**src/rtl/rx_pkg.sv**
```systemverilog
// Shared definitions for the 64b/66b receive path: widths, block-type codes,
// XGMII characters, fixed output blocks, class/state enums and decode helpers.
package rx_pkg;

    localparam int unsigned LEN_CODED_BLOCK = 66;
    localparam int unsigned LEN_DATA_BLOCK  = 64;
    localparam int unsigned LEN_CTRL_BLOCK  = 8;
    localparam int unsigned LEN_SCR_STATE   = 58;
    localparam int unsigned LEN_ERR_COUNT   = 16;
    localparam int unsigned N_LANES         = 8;

    localparam logic [1:0] SYNC_DATA = 2'b01;
    localparam logic [1:0] SYNC_CTRL = 2'b10;

    localparam logic [7:0] TYPE_C = 8'h1E;
    localparam logic [7:0] TYPE_S = 8'h78;

    localparam logic [6:0] CODE_IDLE  = 7'h00;
    localparam logic [6:0] CODE_ERROR = 7'h1E;

    localparam logic [7:0] CH_IDLE  = 8'h07;
    localparam logic [7:0] CH_START = 8'hFB;
    localparam logic [7:0] CH_TERM  = 8'hFD;
    localparam logic [7:0] CH_ERROR = 8'hFE;
    localparam logic [7:0] CH_SEQ   = 8'h9C;

    localparam logic [LEN_DATA_BLOCK-1:0] LF_DATA  = {CH_SEQ, 24'h00_0001, CH_SEQ, 24'h00_0001};
    localparam logic [LEN_CTRL_BLOCK-1:0] LF_CTRL  = 8'h88;
    localparam logic [LEN_DATA_BLOCK-1:0] ERR_DATA = {N_LANES{CH_ERROR}};
    localparam logic [LEN_CTRL_BLOCK-1:0] ERR_CTRL = 8'hFF;

    typedef enum logic [2:0] {CLS_D, CLS_C, CLS_S, CLS_T, CLS_E} blk_class_e;
    typedef enum logic [2:0] {RX_INIT, RX_C, RX_D, RX_T, RX_E} rx_state_e;

    typedef struct packed {
        blk_class_e                cls;
        logic [LEN_DATA_BLOCK-1:0] data;
        logic [LEN_CTRL_BLOCK-1:0] ctrl;
    } rx_blk_t;

    localparam rx_blk_t ERR_BLK = '{cls: CLS_E, data: ERR_DATA, ctrl: ERR_CTRL};

    // Data-byte count of a terminate block type; 8 marks "not a terminate".
    function automatic logic [3:0] term_len(input logic [7:0] btype);
        case (btype)
            8'h87:   return 4'd0;
            8'h99:   return 4'd1;
            8'hAA:   return 4'd2;
            8'hB4:   return 4'd3;
            8'hCC:   return 4'd4;
            8'hD2:   return 4'd5;
            8'hE1:   return 4'd6;
            8'hFF:   return 4'd7;
            default: return 4'd8;
        endcase
    endfunction

    function automatic rx_state_e rx_next_state(input rx_state_e st, input blk_class_e cls);
        case (st)
            RX_INIT, RX_C, RX_T: begin
                if (cls == CLS_C)      return RX_C;
                else if (cls == CLS_S) return RX_D;
                else                   return RX_E;
            end
            RX_D: begin
                if (cls == CLS_D)      return RX_D;
                else if (cls == CLS_T) return RX_T;
                else                   return RX_E;
            end
            default: begin
                if (cls == CLS_C)      return RX_C;
                else if (cls == CLS_D) return RX_D;
                else if (cls == CLS_T) return RX_T;
                else                   return RX_E;
            end
        endcase
    endfunction

endpackage

```
**src/rtl/rx_decoder_path_if.sv**
```systemverilog
// Block-stream interface of the receive decoder: coded blocks in, XGMII lanes out.
// o_err_count exists only when RX_DECODER_ERRCNT_EN is defined.
interface rx_decoder_path_if;
    import rx_pkg::*;

    logic                       i_enable;
    logic [LEN_CODED_BLOCK-1:0] i_rx_coded;
    logic [LEN_DATA_BLOCK-1:0]  o_rx_data;
    logic [LEN_CTRL_BLOCK-1:0]  o_rx_ctrl;
`ifdef RX_DECODER_ERRCNT_EN
    logic [LEN_ERR_COUNT-1:0]   o_err_count;

    modport master (output i_enable, i_rx_coded, input o_rx_data, o_rx_ctrl, o_err_count);
    modport slave  (input i_enable, i_rx_coded, output o_rx_data, o_rx_ctrl, o_err_count);
`else
    modport master (output i_enable, i_rx_coded, input o_rx_data, o_rx_ctrl);
    modport slave  (input i_enable, i_rx_coded, output o_rx_data, o_rx_ctrl);
`endif

endinterface

```
**src/rtl/rx_descrambler.sv**
```systemverilog
// Self-synchronizing x^58+x^39+1 descrambler, MSB first; the sync header passes
// through untouched. Output is registered (pipeline stage 1).
module rx_descrambler
    import rx_pkg::*;
#(
    parameter logic [LEN_SCR_STATE-1:0] SEED = '0
) (
    input  logic                       i_clock,
    input  logic                       i_reset,
    input  logic                       i_enable,
    input  logic                       i_bypass,
    input  logic [LEN_CODED_BLOCK-1:0] i_coded,
    output logic [LEN_CODED_BLOCK-1:0] o_coded
);

    logic [LEN_SCR_STATE-1:0]  state;
    logic [LEN_SCR_STATE-1:0]  state_nxt_c;
    logic [LEN_DATA_BLOCK-1:0] plain_c;

    // Received (scrambled) bits feed the state, which is what makes it self-synchronizing.
    always_comb begin
        state_nxt_c = state;
        plain_c     = '0;
        for (int i = int'(LEN_DATA_BLOCK) - 1; i >= 0; i--) begin
            plain_c[i]  = i_coded[i] ^ state_nxt_c[38] ^ state_nxt_c[57];
            state_nxt_c = {state_nxt_c[LEN_SCR_STATE-2:0], i_coded[i]};
        end
    end

    // Reset leaves sync 2'b00 in the stage, which classifies as an error block.
    always_ff @(posedge i_clock or posedge i_reset) begin
        if (i_reset) begin
            state   <= SEED;
            o_coded <= '0;
        end else if (i_enable) begin
            state   <= state_nxt_c;
            o_coded <= {i_coded[LEN_CODED_BLOCK-1:LEN_DATA_BLOCK], i_bypass ? i_coded[LEN_DATA_BLOCK-1:0] : plain_c};
        end
    end

endmodule

```
**src/rtl/rx_decoder_path.sv**
```systemverilog
// 64b/66b receive path: descramble, classify, receive FSM -> XGMII data/ctrl, 3-cycle latency.
// Optional error counter on o_err_count when RX_DECODER_ERRCNT_EN is defined.
module rx_decoder_path
    import rx_pkg::*;
#(
    parameter logic [LEN_SCR_STATE-1:0] SEED = '0
) (
    input  logic              i_clock,
    input  logic              i_reset,
    rx_decoder_path_if.slave  rx
);

    logic [LEN_CODED_BLOCK-1:0] s1_coded;
    rx_blk_t                    blk_c;
    rx_blk_t                    s2_blk;
    logic [1:0]                 fill;
    logic [LEN_DATA_BLOCK-1:0]  sh_c;
    logic [7:0]                 btype_c;
    logic [3:0]                 tlen_c;
    logic [6:0]                 code_c;
    logic                       codes_ok_c;
    rx_state_e                  state;
    rx_state_e                  state_nxt_c;
    logic [LEN_DATA_BLOCK-1:0]  data_q;
    logic [LEN_CTRL_BLOCK-1:0]  ctrl_q;

    rx_descrambler #(.SEED(SEED)) u_descrambler (
        .i_clock  (i_clock),
        .i_reset  (i_reset),
        .i_enable (rx.i_enable),
        .i_bypass (1'b0),
        .i_coded  (rx.i_rx_coded),
        .o_coded  (s1_coded)
    );

    // Block classification and lane decode.
    always_comb begin
        sh_c       = {s1_coded[55:0], 8'h00};
        btype_c    = s1_coded[63:56];
        tlen_c     = term_len(btype_c);
        code_c     = '0;
        codes_ok_c = 1'b1;
        blk_c      = ERR_BLK;
        if (s1_coded[65:64] == SYNC_DATA) begin
            blk_c = '{cls: CLS_D, data: s1_coded[63:0], ctrl: '0};
        end else if (s1_coded[65:64] == SYNC_CTRL) begin
            if (btype_c == TYPE_C) begin
                blk_c.ctrl = '1;
                for (int unsigned i = 0; i < N_LANES; i++) begin
                    code_c = s1_coded[55 - 7*i -: 7];
                    if (code_c == CODE_IDLE)       blk_c.data[63 - 8*i -: 8] = CH_IDLE;
                    else if (code_c == CODE_ERROR) blk_c.data[63 - 8*i -: 8] = CH_ERROR;
                    else                           codes_ok_c = 1'b0;
                end
                blk_c.cls = codes_ok_c ? CLS_C : CLS_E;
            end else if (btype_c == TYPE_S) begin
                blk_c = '{cls: CLS_S, data: {CH_START, s1_coded[55:0]}, ctrl: 8'h80};
            end else if (tlen_c != 4'd8) begin
                blk_c.cls = CLS_T;
                for (int unsigned i = 0; i < N_LANES; i++) begin
                    if (4'(i) < tlen_c) begin
                        blk_c.data[63 - 8*i -: 8] = sh_c[63 - 8*i -: 8];
                        blk_c.ctrl[7 - i]         = 1'b0;
                    end else if (4'(i) == tlen_c) begin
                        blk_c.data[63 - 8*i -: 8] = CH_TERM;
                        blk_c.ctrl[7 - i]         = 1'b1;
                    end else begin
                        blk_c.data[63 - 8*i -: 8] = CH_IDLE;
                        blk_c.ctrl[7 - i]         = 1'b1;
                    end
                end
            end
        end
    end

    // fill keeps the FSM in RX_INIT until real blocks have reached stage 2 after reset.
    always_ff @(posedge i_clock or posedge i_reset) begin
        if (i_reset) begin
            s2_blk <= ERR_BLK;
            fill   <= '0;
        end else if (rx.i_enable) begin
            s2_blk <= blk_c;
            fill   <= {fill[0], 1'b1};
        end
    end

    assign state_nxt_c = rx_next_state(state, s2_blk.cls);

    always_ff @(posedge i_clock or posedge i_reset) begin
        if (i_reset) begin
            state  <= RX_INIT;
            data_q <= LF_DATA;
            ctrl_q <= LF_CTRL;
        end else if (rx.i_enable && fill[1]) begin
            state <= state_nxt_c;
            if (state_nxt_c == RX_E) begin
                data_q <= ERR_DATA;
                ctrl_q <= ERR_CTRL;
            end else begin
                data_q <= s2_blk.data;
                ctrl_q <= s2_blk.ctrl;
            end
        end
    end

    assign rx.o_rx_data = data_q;
    assign rx.o_rx_ctrl = ctrl_q;

`ifdef RX_DECODER_ERRCNT_EN
    logic [LEN_ERR_COUNT-1:0] err_q;

    // Saturating count of cycles spent entering or staying in RX_E.
    always_ff @(posedge i_clock or posedge i_reset) begin
        if (i_reset) begin
            err_q <= '0;
        end else if (rx.i_enable && fill[1] && state_nxt_c == RX_E && err_q != '1) begin
            err_q <= err_q + 16'd1;
        end
    end

    assign rx.o_err_count = err_q;
`endif

endmodule

```
**src/flat_wrapper.sv**
```systemverilog
// flat-port wrapper written by rule: the top's interface ports become plain ports
module rx_decoder_path_flat import rx_pkg::*;
#(
    parameter logic [LEN_SCR_STATE-1:0] SEED = '0
)
  (i_clock, i_reset, rx_i_enable, rx_i_rx_coded, rx_o_rx_data, rx_o_rx_ctrl);
  rx_decoder_path_if rx_i ();
  input  logic i_clock;
  input  logic i_reset;
  input wire logic [$bits(rx_i.i_enable)-1:0] rx_i_enable;
  input wire logic [$bits(rx_i.i_rx_coded)-1:0] rx_i_rx_coded;
  output wire logic [$bits(rx_i.o_rx_data)-1:0] rx_o_rx_data;
  output wire logic [$bits(rx_i.o_rx_ctrl)-1:0] rx_o_rx_ctrl;
  assign rx_i.i_enable = rx_i_enable;
  assign rx_i.i_rx_coded = rx_i_rx_coded;
  assign rx_o_rx_data = rx_i.o_rx_data;
  assign rx_o_rx_ctrl = rx_i.o_rx_ctrl;
  rx_decoder_path #(.SEED(SEED)) u_core (.i_clock(i_clock), .i_reset(i_reset), .rx(rx_i));
endmodule
```
**config.mk**
```make
export PLATFORM = sky130hd
export DESIGN_NAME = rx_decoder_path_flat
export DESIGN_NICKNAME = d
export VERILOG_FILES = /design/src/rtl/rx_pkg.sv /design/src/rtl/rx_decoder_path_if.sv /design/src/rtl/rx_descrambler.sv /design/src/rtl/rx_decoder_path.sv /design/src/flat_wrapper.sv
export SDC_FILE = /design/constraint.sdc
export NUM_CORES = 1
export LEC_CHECK = 0
export ABC_AREA = 0
export BUFFER_PORTS_ARGS = -buffer_cell sky130_fd_sc_hd__buf_2
export CORE_ASPECT_RATIO = 1.5
export CORE_MARGIN = 2
export CORE_UTILIZATION = 24
export CTS_CLUSTER_SIZE = 8
export DETAILED_ROUTE_END_ITERATION = 8
export GPL_TIMING_DRIVEN = 0
export PLACE_DENSITY = 0.47
export SLEW_MARGIN = 5
export SYNTH_ARGS = -nofsm -noshare
export SYNTH_HDL_FRONTEND = slang
export SYNTH_SLANG_ARGS = --single-unit
```
**constraint.sdc**
```tcl
create_clock -name i_clock -period 9 [get_ports i_clock]
set_input_delay 0.45 -clock i_clock [delete_from_list [all_inputs] [get_ports i_clock]]
set_output_delay 0.45 -clock i_clock [all_outputs]
set_load 0.01 [all_outputs]
```
==> metrics.txt, run 1 <==
Final Hold Vio Count 0; number of nets with antenna violations after routing 0; die height 297.2 um; CP max FO 10; min cycle time layout 3.168 ns; final setup vio count 0; WL per Instance 25.47 um; clock power share 36.3%; largest net degree at the start of global routing 116; CTS sink cnt 276; yosys warns 0; Avg Inst Size Synth 10.66 um2; synthesized flop and latch total 276; die width 199.5 um; RSZ-0062 raised after global routing no; Worst Max-Slew Pin Slew 1.225 ns; slew margin rel. 17.67%; CTS Root Cell clkbuf_16; final worst setup slack 5.832 ns; sequential area share after synthesis 50.90%; row cnt 107; startpoint types flip-flop; postcts setup bufs 0; DRC viols 0; fin. max-slew vios 0; hpwl dp 45.21 mm; Top Ports 141; DR vias 11300; Cells after Synth 1290; VDD IR-drop max 0.1308 mV; Critical Path End Type flip-flop; n_diodes 0; status complete, no violations; clock transition at the registers of the reported paths 0.05 ns; worst hold path class input port to flip-flop; syn nets 1359; drt initial violations 766; DP Worst Slack 5.738 ns; layout cells sized above 1 28.40%; vias in the first global route 11790; Final Power 3.956 mW; Layout Cells excl Fill 2270; Yosys top cell area share 36.20%; level count of the clock H-tree 2; total internal power 2.644 mW; worst path arrival time 3.63 ns; Max Clock Freq 0.3157 GHz; max_cap viols 0; Main synth FF type dfrtp_1; Initial Util 24.24%; DR pass1 iterations 5; Layout area overhead 21.16%; post-cts resize count 0; global-route wire length before repair 84.27 mm; Yosys cell types 71; Switching Fraction 33.16%; GRT Total Usage 19.56%; Yosys top cell by area dfrtp_1; initial antenna violation count 0; Critical Path RT 9.46 ns; Core Footprint 56760 um2; Congestion Overflow GR 0; post-synthesis async set-or-reset flop share 100.0%; sequential fraction of design power 44.8%; Via density 4.977; cell area after synthesis 13760 um2; clk buf depth 3; switching pwr 1.312 mW; Area contributors post-synth dfrtp_1 36%, dfstp_2 15%, mux2_2 10%; CP Class flip-flop to flip-flop; die area 59290 um2; Lkg Pwr 6.178 nW; Tcrit/Tclk final 35.20%; final net count 1544; clock skew 0.02287 ns; total CTS buffers 40; Port Buffers 140; cell count after placement 2195; CTS tree done; worst skew pair latency 0.55 ns; final WL 57.82 mm; Logic pwr share 19.0%; power per cell area 237.3 nW/um2; Post-synth EDFFs 0; GPL Wtd Cong 0.9598
## timing repair
action	CTS	global route
setup endpoints to repair	0	0
hold buffers	1	0
hold endpoints to repair	40	0
## power by group through the flow
stage,sequential [mW],clock [mW],combinational (mW)
finish,1.77,1.44,0.750
global route,1.78,1.53,0.814
CTS,1.76,1.47,0.758
detailed placement,1.78,0,0.755
global placement,1.77,0,0.744
floorplan,1.62,0,0.491
## per-layer routing
layer | routed length (um) | global-route usage [%]
met2 | 29600 | 34.75
met5 | 0 | 0
met4 | 3516 | 10.97
met1 | 21930 | 22.12
met3 | 2761 | 2.823
## final timing paths
kind / start / end / cells after the start / slack (ns)
setup / recovery: u_core.u_descrambler.o_coded[56] / u_core.s2_blk[18] / 8 / 5.83
min in group asynchronous: i_reset / u_core.u_descrambler.state[32] / 3 / 0.49
max in group asynchronous: i_reset / u_core.rx.o_rx_data[5] / 5 / 7.05
hold / removal: rx_i_rx_coded[65] / u_core.u_descrambler.o_coded[65] / 2 / 0.15
hold reg to reg: u_core.fill[0] / u_core.fill[0] / 1 / 0.45
setup reg to reg: u_core.u_descrambler.o_coded[56] / u_core.s2_blk[18] / 8 / 5.83
## sequential cells by signal (all words and copies together) (netlist names)
name,count
u_core.fill,2
u_core.rx.o_rx_ctrl,8
u_core.rx.o_rx_data,64
u_core.s2_blk,75
u_core.state,3
u_core.u_descrambler.o_coded,66
u_core.u_descrambler.state,58
## cells in the final DEF (no fill, tap or decap), drive strengths merged, types with 14 or more instances in the layout
master,netlist,final
a211oi,14,14
a21oi,77,77
a221oi,16,16
a31oi,18,18
buf,17,159
clkbuf,71,144
dfrtp,199,199
dfstp,77,77
inv,19,19
mux2,125,125
nand2,41,41
nor2,184,184
nor3,20,20
o21ai,59,59
o221ai,22,22
o22ai,26,26
xnor2,130,130
## cell usage after synthesis (all sizes together) (7+ instances only)
library cell,n
a211oi,14
a21oi,77
o21ai,59
o2bb2ai,8
xnor2,130
dfrtp,199
nand4bb,8
nand2,41
dfstp,77
a31oi,18
a31o,9
o211ai,13
and2,9
a221oi,16
nand2b,11
o221ai,22
nand4,13
nor2,184
or4,10
buf,17
o32ai,7
o21a,11
mux2,125
nor4,11
clkbuf,71
nor3,20
o22ai,26
inv,19
## logic make-up after synthesis
group | count (synthesis) | share of synthesized area [%]
xor gates and xnor gates | 130 | 8.276
muxes | 127 | 10.38
and+or+nand+nor | 338 | 12.18
buffers and inverters | 107 | 3.101
AOI/OAI and AO/OA | 312 | 15.16
DFF | 276 | 50.90
## through the flow
step,setup TNS [ns],util [%],hold slack (ns),instance area [um2]
2_1_floorplan,0,-,0.4305,13760
3_3_place_gp,-492.40,27.15,0.4463,15410
3_5_place_dp,0,27.26,0.4466,15470
4_1_cts,0,29.36,0.1350,16670
5_1_grt,0,29.36,0.1433,16670
6_report,0,29.36,0.1490,16670
## final cells by class
type / count / area [um2]
Buffer: 88 / 355.3
Clock buffer: 73 / 1167
Clock inverter: 1 / 16.27
Fill cell: 6103 / 40100
Inverter: 19 / 78.83
Multi-Input combinational cell: 907 / 6327
Sequential cell: 276 / 7003
Tap cell: 763 / 954.7
Timing Repair Buffer: 143 / 765.7
## critical path, stage by stage, from the launching register on
cell and delay [ns]:
dfrtp_1 0.34, clkbuf_1 0.40, nand4bb_1 0.20, clkbuf_1 0.45
nor2_1 0.22, a21oi_1 0.63, buf_2 0.39, o221ai_1 0.28
o21ai_1 0.17
Power figures use the tool's default switching activity.
==> run 2: changes to the inputs <==
==> constraint.sdc (replaced) <==
create_clock -name i_clock -period 3.28 [get_ports i_clock]
set_input_delay 0.164 -clock i_clock [delete_from_list [all_inputs] [get_ports i_clock]]
set_output_delay 0.164 -clock i_clock [all_outputs]
set_load 0.01 [all_outputs]
==> metrics.txt, run 2 (synthesis gave the netlist of run 1 again) <==
clock transition at the registers of the reported paths 0.05 ns (about the same); postcts setup bufs 0 (unchanged); max_cap viols 0 (unchanged); hpwl dp 46.15 mm (+2.1%); vias in the first global route 12110 (+2.7%); die area 59290 um2 (unchanged); DR vias 11550 (+2.2%); Largest register FFs 75 (unchanged); number of nets with antenna violations after routing 0 (unchanged); CTS Root Cell clkbuf_16; Layout area overhead 26.28%; crit path to u_core.s2_blk[47]; storage element area 7003 um2 (unchanged); worst path arrival time 3.53 ns (-0.10 ns); Critical Path RT 3.72 ns (-5.74 ns); area of the multi-input gates 6327 um2 (unchanged); global-route wire length before repair 84.99 mm (+0.86%); power per cell area 629.9 nW/um2 (+170%); clk buf depth 3 (unchanged); Port Buffers 140 (unchanged); hold_ws 0.1448 ns (-0.004256 ns); Congestion Overflow GR 0 (unchanged); GRT Total Usage 19.78% (+0.22 points); VDD IR-drop max 0.3831 mV (+190%); Tcrit/Tclk final 94.22% (+59 points); Max Clock Freq 0.3236 GHz (+2.5%); Critical Path End Type flip-flop; status complete, no violations; layout cells sized above 1 27.59% (-0.81 points); drt initial violations 758 (-1.0%); CTS tree done; reg-to-reg endpoint u_core.s2_blk[47]; die width 199.5 um (unchanged); post-cts resize count 0 (unchanged); FF-to-FF setup slack 0.19 ns (-5.64 ns); DP Worst Slack 0.2506 ns (-5.487 ns); Fill cells 6042 (-1.0%); final worst setup slack 0.1894 ns (-5.643 ns); DRC viols 0 (unchanged); largest net degree at the start of global routing 41 (-65%); final setup vio count 0 (unchanged); DR pass1 iterations 5 (unchanged); level count of the clock H-tree 2 (unchanged); CTS sink cnt 276 (unchanged); row cnt 107 (unchanged); die height 297.2 um (unchanged); RSZ-0062 raised after global routing no; most frequent cells in the layout 199 x dfrtp_1, 184 x nor2_1, 150 x buf_2; Lkg Pwr 6.472 nW (+4.8%); CP Launch Point u_core.u_descrambler.o_coded[64]; startpoint types flip-flop; CP Class flip-flop to flip-flop; GPL Wtd Cong 0.9517 (-0.84%); max incr delay on CP 0.96 ns (+0.33 ns); Final Util 30.61% (+1.2 points); slew margin rel. 12.93% (-4.7 points); Critical-path top delay cell a21oi_1; WL per Instance 24.99 um (-1.9%); fin. max-slew vios 0 (unchanged); min cycle time layout 3.091 ns (-0.07720 ns); clock skew 0.03425 ns (+0.01138 ns); CP cell instances nor2b_1 -> clkbuf_1 -> a21oi_1 -> clkbuf_1 -> o221ai_1 -> o221ai_1; CP max FO 10 (unchanged); commonest non-fill, non-tap cell in the layout dfrtp_1; Final Hold Vio Count 0 (unchanged); Top Ports 141 (unchanged); reg2reg start u_core.u_descrambler.o_coded[64]; Via density 4.941 (-0.71%); Final Power 10.94 mW (+180%); Worst Max-Slew Pin Slew 1.289 ns (+0.06445 ns); final net count 1610 (+4.3%); WHS Path Cells 4 (+2); initial antenna violation count 1 (+1); Biggest register u_core.s2_blk; total CTS buffers 40 (unchanged); worst hold path class input port to flip-flop; Initial Util 24.24% (unchanged); Worst R2R Path Depth 6 (-2); final WL 58.40 mm (+1.0%); Core Footprint 56760 um2 (unchanged); worst skew pair latency 0.55 ns (about the same)
run 2: power by group:
group          internal, mW  total [mW]  switching (mW)
Combinational         0.933        2.14            1.20
Clock                  2.38        3.95            1.57
Sequential             4.00        4.86           0.859
run 2: through the flow:
step	area (um2)	std cells	setup TNS, ns
after floorplan	13760	1290	-94.03
after global placement	15420	2193	-535.36
after detailed placement	15580	2201	0
after CTS	17370	2336	0
after global routing	17370	2337	0
final	17370	2337	0
run 2: how the worst min path moves through the flow:
stage	start	to	slack (ns)
finish	rx_i_rx_coded[63]	u_core.u_descrambler.o_coded[5]	0.14
CTS	rx_i_rx_coded[63]	u_core.u_descrambler.o_coded[5]	0.12
floorplan	rx_i_rx_coded[64]	u_core.u_descrambler.o_coded[64]	0.32
global placement	rx_i_rx_coded[65]	u_core.u_descrambler.o_coded[65]	0.41
detailed placement	i_reset	u_core.rx.o_rx_data[29]	0.33
global route	rx_i_rx_coded[63]	u_core.u_descrambler.o_coded[5]	0.15
run 2: cell type report:
type                    instances  area share, %
multi-input cells             907          36.42
flip-flops and latches        276          40.31
plain buffers                  88          2.045
inverters                      19         0.4321
clock inverters                 1        0.09363
diodes                          1        0.01440
repair buffers                209          8.470
clock buffers                  73          6.719
well taps                     763          5.495
run 2: critical path, delay by kind of cell, from the launching register on:
family | cells | cell delay (ns)
AOI/OAI and AO/OA | 3 | 1.57
buffers and inverters | 2 | 0.79
DFF | 1 | 0.44
and+or+nand+nor | 1 | 0.16
run 2: repair_timing:
item | 4_1_cts | 5_1_grt
hold buffers | 61 | 0
endpoints found under the hold margin | 75 | 0
endpoints found under the setup margin | 0 | 0
run 2: per-layer routing:
metal	global-route usage [%]	routed length (um)	up-vias
met3	2.868	2699	148
met1	22.10	21940	5815
met2	35.24	29960	421
met4	11.52	3795	0
li1	-	-	5164
met5	0	0	-
